## config.mk

```make
export PLATFORM = sky130hd
export DESIGN_NAME = instr_encoder_loader
export DESIGN_NICKNAME = d
export VERILOG_FILES = /design/src/rtl/instr_encoder_loader.sv
export SDC_FILE = /design/constraint.sdc
export NUM_CORES = 1
export LEC_CHECK = 0
export ABC_AREA = 1
export CORE_AREA = 3 3 90 92
export DETAILED_ROUTE_END_ITERATION = 16
export DIE_AREA = 0 0 93 95
export DONT_BUFFER_PORTS = 1
export PLACE_DENSITY = 0.63
export SYNTH_ARGS = -nofsm -noshare
export SYNTH_HDL_FRONTEND = slang
export SYNTH_SLANG_ARGS = --single-unit
```

## constraint.sdc

```tcl
create_clock -name clk -period 1.75 [get_ports clk]
set_input_delay 0.4375 -clock clk [delete_from_list [all_inputs] [get_ports clk]]
set_output_delay 0.4375 -clock clk [all_outputs]
set_load 0.01 [all_outputs]
```

## src/rtl/instr_encoder_loader.sv

```systemverilog
// instr_encoder_loader: packs decoded instruction fields into MIPS32 words
// and writes them to consecutive instruction-memory addresses.
module instr_encoder_loader #(
    parameter int ADDR_W    = 8,
    parameter int DEPTH     = 256,
    parameter int BASE_ADDR = 0
) (
    input  logic              clk,
    input  logic              rst_n,
    input  logic              clear,
    input  logic              in_valid,
    output logic              in_ready,
    input  logic [3:0]        op_sel,
    input  logic [4:0]        rs,
    input  logic [4:0]        rt,
    input  logic [4:0]        rd,
    input  logic [4:0]        shamt,
    input  logic [5:0]        funct,
    input  logic [15:0]       imm,
    input  logic [25:0]       target,
    output logic              wr_en,
    output logic [ADDR_W-1:0] wr_addr,
    output logic [31:0]       wr_data,
    output logic [ADDR_W:0]   word_count,
    output logic              full,
    output logic              err
);
    localparam logic [ADDR_W:0]   DEPTH_C = (ADDR_W+1)'(DEPTH);
    localparam logic [ADDR_W-1:0] BASE_C  = ADDR_W'(BASE_ADDR);

    typedef enum logic {LOAD, FULL} state_t;

    state_t            state_q, state_d;
    logic [ADDR_W-1:0] addr_q;
    logic [ADDR_W:0]   cnt_nxt;
    logic [5:0]        opcode;
    logic [31:0]       enc;
    logic              xfer, illegal, wr_fire;

    assign opcode   = {2'b00, op_sel};
    assign full     = (state_q == FULL);
    assign in_ready = rst_n && !full && !clear;
    assign xfer     = in_valid && in_ready;
    assign illegal  = (op_sel == 4'd15);
    assign wr_fire  = xfer && !illegal;
    assign cnt_nxt  = word_count + 1'b1;

    always_comb begin
        enc = (op_sel == 4'd0)  ? {opcode, rs, rt, rd, shamt, funct} :
              (op_sel <= 4'd11) ? {opcode, rs, rt, imm} :
              (op_sel <= 4'd13) ? {opcode, target} :
                                  {opcode, rs, 21'b0};
    end

    always_comb begin
        state_d = state_q;
        if (clear)
            state_d = LOAD;
        else if (wr_fire && cnt_nxt == DEPTH_C)
            state_d = FULL;
    end

    always_ff @(posedge clk or negedge rst_n) begin
        if (!rst_n)
            state_q <= LOAD;
        else
            state_q <= state_d;
    end

    // Write port is registered: the word appears one cycle after its transfer.
    always_ff @(posedge clk or negedge rst_n) begin
        if (!rst_n) begin
            addr_q     <= BASE_C;
            wr_en      <= 1'b0;
            wr_addr    <= BASE_C;
            wr_data    <= 32'd0;
            word_count <= '0;
            err        <= 1'b0;
        end else begin
            wr_en <= wr_fire;
            err   <= xfer && illegal;
            if (clear) begin
                addr_q     <= BASE_C;
                word_count <= '0;
            end else if (wr_fire) begin
                wr_addr    <= addr_q;
                wr_data    <= enc;
                addr_q     <= addr_q + 1'b1;
                word_count <= cnt_nxt;
            end
        end
    end
endmodule

```

==> impl_metrics.tcl <==
set metrics [dict create \
    port-buffer-count 0 \
    avgSynthCellArea_um2 7.99 \
    switching_share_pct 27.1 \
    grt_pass1_vias 2441 \
    fmax_mhz 630 \
    reg2reg_depth 8 \
    finalMaxSlewViolations 0 \
    worst-path-max-fanout 7 \
    via_per_inst 5.14 \
    cts_htree_levels 3 \
    yosys_warnings 0 \
    worst_ep_arrival_time_ns 1.84 \
    r2r_start "full$_DFFE_PN0P_" \
    path_class "reg2reg" \
    cp-start-kind "flip-flop" \
    drc 0 \
    yosysSeqAreaShare_pct 51.2 \
    p_comb_share_pct 9.5 \
    drt_iter0_markers 55 \
    fin_crit_ns 1.59 \
    grt_usage_pct 16.8 \
    boundaryPins 129 \
    power_leakage_nw 1.41 \
    dieArea_mm2 0.00884 \
    netlist_area_mm2 0.00284 \
    clockRootBuffer "clkbuf_8" \
    grt_first_pass_wirelength_mm 11.5 \
    period_share_pct 90.7 \
    critPathLaunch "full$_DFFE_PN0P_" \
    end_kind "flip-flop" \
    cts_tree "done" \
    instances_no_fill 465 \
    avgRoutedWirePerCell_um 15.2 \
    antennaDiodeCount 0 \
    fin_skew_ns 0.00333 \
    cellPowerDensity_mw_per_mm2 960 \
    synth_area_leader_cell "dfrtp_1" \
    crit_end "addr_q[4]$_DFFE_PN0P_" \
    die_h_um 95 \
    place_worst_setup_slack_ns 0.122 \
    setup_ws_ns 0.163 \
    async_reset_ff_share_pct 100 \
    switchingPower_w 0.000815 \
    synthToLayoutAreaGrowth_pct 10.5 \
    postSynthCellCount 355 \
    r2r_slack_ns 0.16 \
    initial_utilization_pct 38.9 \
    hold_slack_ns -0.199 \
    grt_antenna_before_repair 0 \
    pwr-share-seq_pct 55.7 \
    clkPwrFrac_pct 34.8 \
    dpl.cell_count 448 \
    status "finished with violations" \
    core-area_mm2 0.00729 \
    cell_internal_pwr_w 0.00219 \
    grt_max_degree 61 \
    routabilityCongestion 0.806 \
    synthTopCellsByArea "dfrtp_1 (51%), nand2_1 (16%), nor2_1 (6.2%)" \
    setup_violations 0 \
    violations "hold timing" \
    insertion_delay_ns 0.33 \
    drive_gt1_share_pct 9.29 \
    cts_made_buffers 9 \
    r2r_end "addr_q[4]$_DFFE_PN0P_" \
    synth_ff_type "dfrtp_1" \
    dp_hpwl_mm 5.12 \
    synthDistinctLibCells 27 \
    max-cap-violations 0 \
    nNetsFinal 442 \
    synth_edf_count 0 \
    cts.sinks 58 \
    clk_path_buf_depth 2 \
    finalPower_w 0.00301 \
    final_util_pct 43.0 \
    synth_most_common_cell "nand2_1" \
    ys_seq_elements 58 \
    synth_top_area_share_pct 51.2 \
    hold_viol_final 58 \
    die_w_um 93 \
    num_rows 31 \
    cp.required_ns 2.00 \
    ys_top_cells_by_count "nand2_1 (122), dfrtp_1 (58), nor2_1 (47)" \
    peakVddDrop_v 0.000482 \
    wl_mm 7.05 \
    clkTransAtPathRegs_ns 0.06 \
    grt.overflow.total 0 \
    ant_nets 0 \
    hold_class "in2async" \
    vias 2392 \
    firstDrtPassIters 4 \
]
## sequential cells by signal, summed over array words and instances, names as in the netlist
| register | flops |
|---|---|
| wr_data | 30 |
| word_count | 9 |
| addr_q | 8 |
| wr_addr | 8 |
| err | 1 |
| full | 1 |
| wr_en | 1 |
## power groups by stage
stage	sequential [W]	clock [W]	combinational, W
floorplan	0.00167	0	0.000236
global placement	0.00170	0	0.000272
detailed placement	0.00170	0	0.000287
CTS	0.00168	0.00109	0.000283
global route	0.00170	0.00117	0.000332
finish	0.00168	0.00105	0.000286
## area by class of cell
type | instances | area [µm²]
tap | 99 | 124
multi-input combinational | 259 | 1210
clock buffer | 13 | 159
timing repair buffer | 14 | 109
inverter | 22 | 82.6
fill | 762 | 4160
sequential | 58 | 1450
## metal layers
layer	part of all wire, %	global-route usage [%]
met5	0	0
met2	47	26.3
met3	9.5	6.93
met4	1.3	6.96
met1	43	20.4
## kinds of logic (layout without fill, tap and decap cells)
family	after synthesis	count (layout)	share of synthesized area [%]
adders and majority gates	2	2	0.882
other	1	2	0.132
buffers and inverters	39	49	6.48
and+or+nand+nor	206	206	29.8
AOI/OAI and AO/OA	49	49	11.6
DFF	58	58	51.2
## cells in the final DEF (no fill, tap or decap)
cell type and instances:
ha_1 2, nand3_1 28, nor3b_2 1, nor2_4 1, dfrtp_1 58, buf_6 1, a41oi_1 16, nor2_2 4
o22ai_1 2, buf_4 13, inv_2 1, clkbuf_1 2, nor2_1 46, nand3_2 1, nand4_1 1, a211oi_1 1
clkinv_1 1, clkbuf_8 11, conb_1 2, o21bai_1 2, a21oi_1 6, inv_1 20, a31oi_1 10, nand2_2 1
nand2_1 122, nor3_1 1, o21ai_0 12
## worst min path at each step
stage / endpoint / cells after the start
final: word_count[3]$_DFFE_PN0P_ / 0
after floorplan: addr_q[0]$_DFFE_PN0P_ / 0
after global placement: word_count[8]$_DFFE_PN0P_ / 0
after global routing: wr_addr[1]$_DFFE_PN0P_ / 0
after CTS: word_count[3]$_DFFE_PN0P_ / 0
after detailed placement: word_count[3]$_DFFE_PN0P_ / 0
## critical path, cell delays in order (launching register included)
cell and delay (ns):
dfrtp_1 0.43, nor2_2 0.11, nand3_2 0.15, nor2_4 0.23, buf_4 0.14, buf_4 0.10, nand2_1 0.06, o21bai_1 0.12
nor3b_2 0.16
## through the flow
step / cell area, µm² / setup TNS [ns]
floorplan: 2840 / 0
CTS: 3100 / 0
global placement: 2940 / 0
detailed placement: 2940 / 0
finish: 3130 / 0
global route: 3130 / -0.000851
## timing repair
item,in CTS,in global routing
endpoints found under the setup margin,0,14
endpoints found under the hold margin,58,58
gates resized for setup,0,2
setup buffers,0,4
No activity file was read; power rests on OpenSTA's default activity.
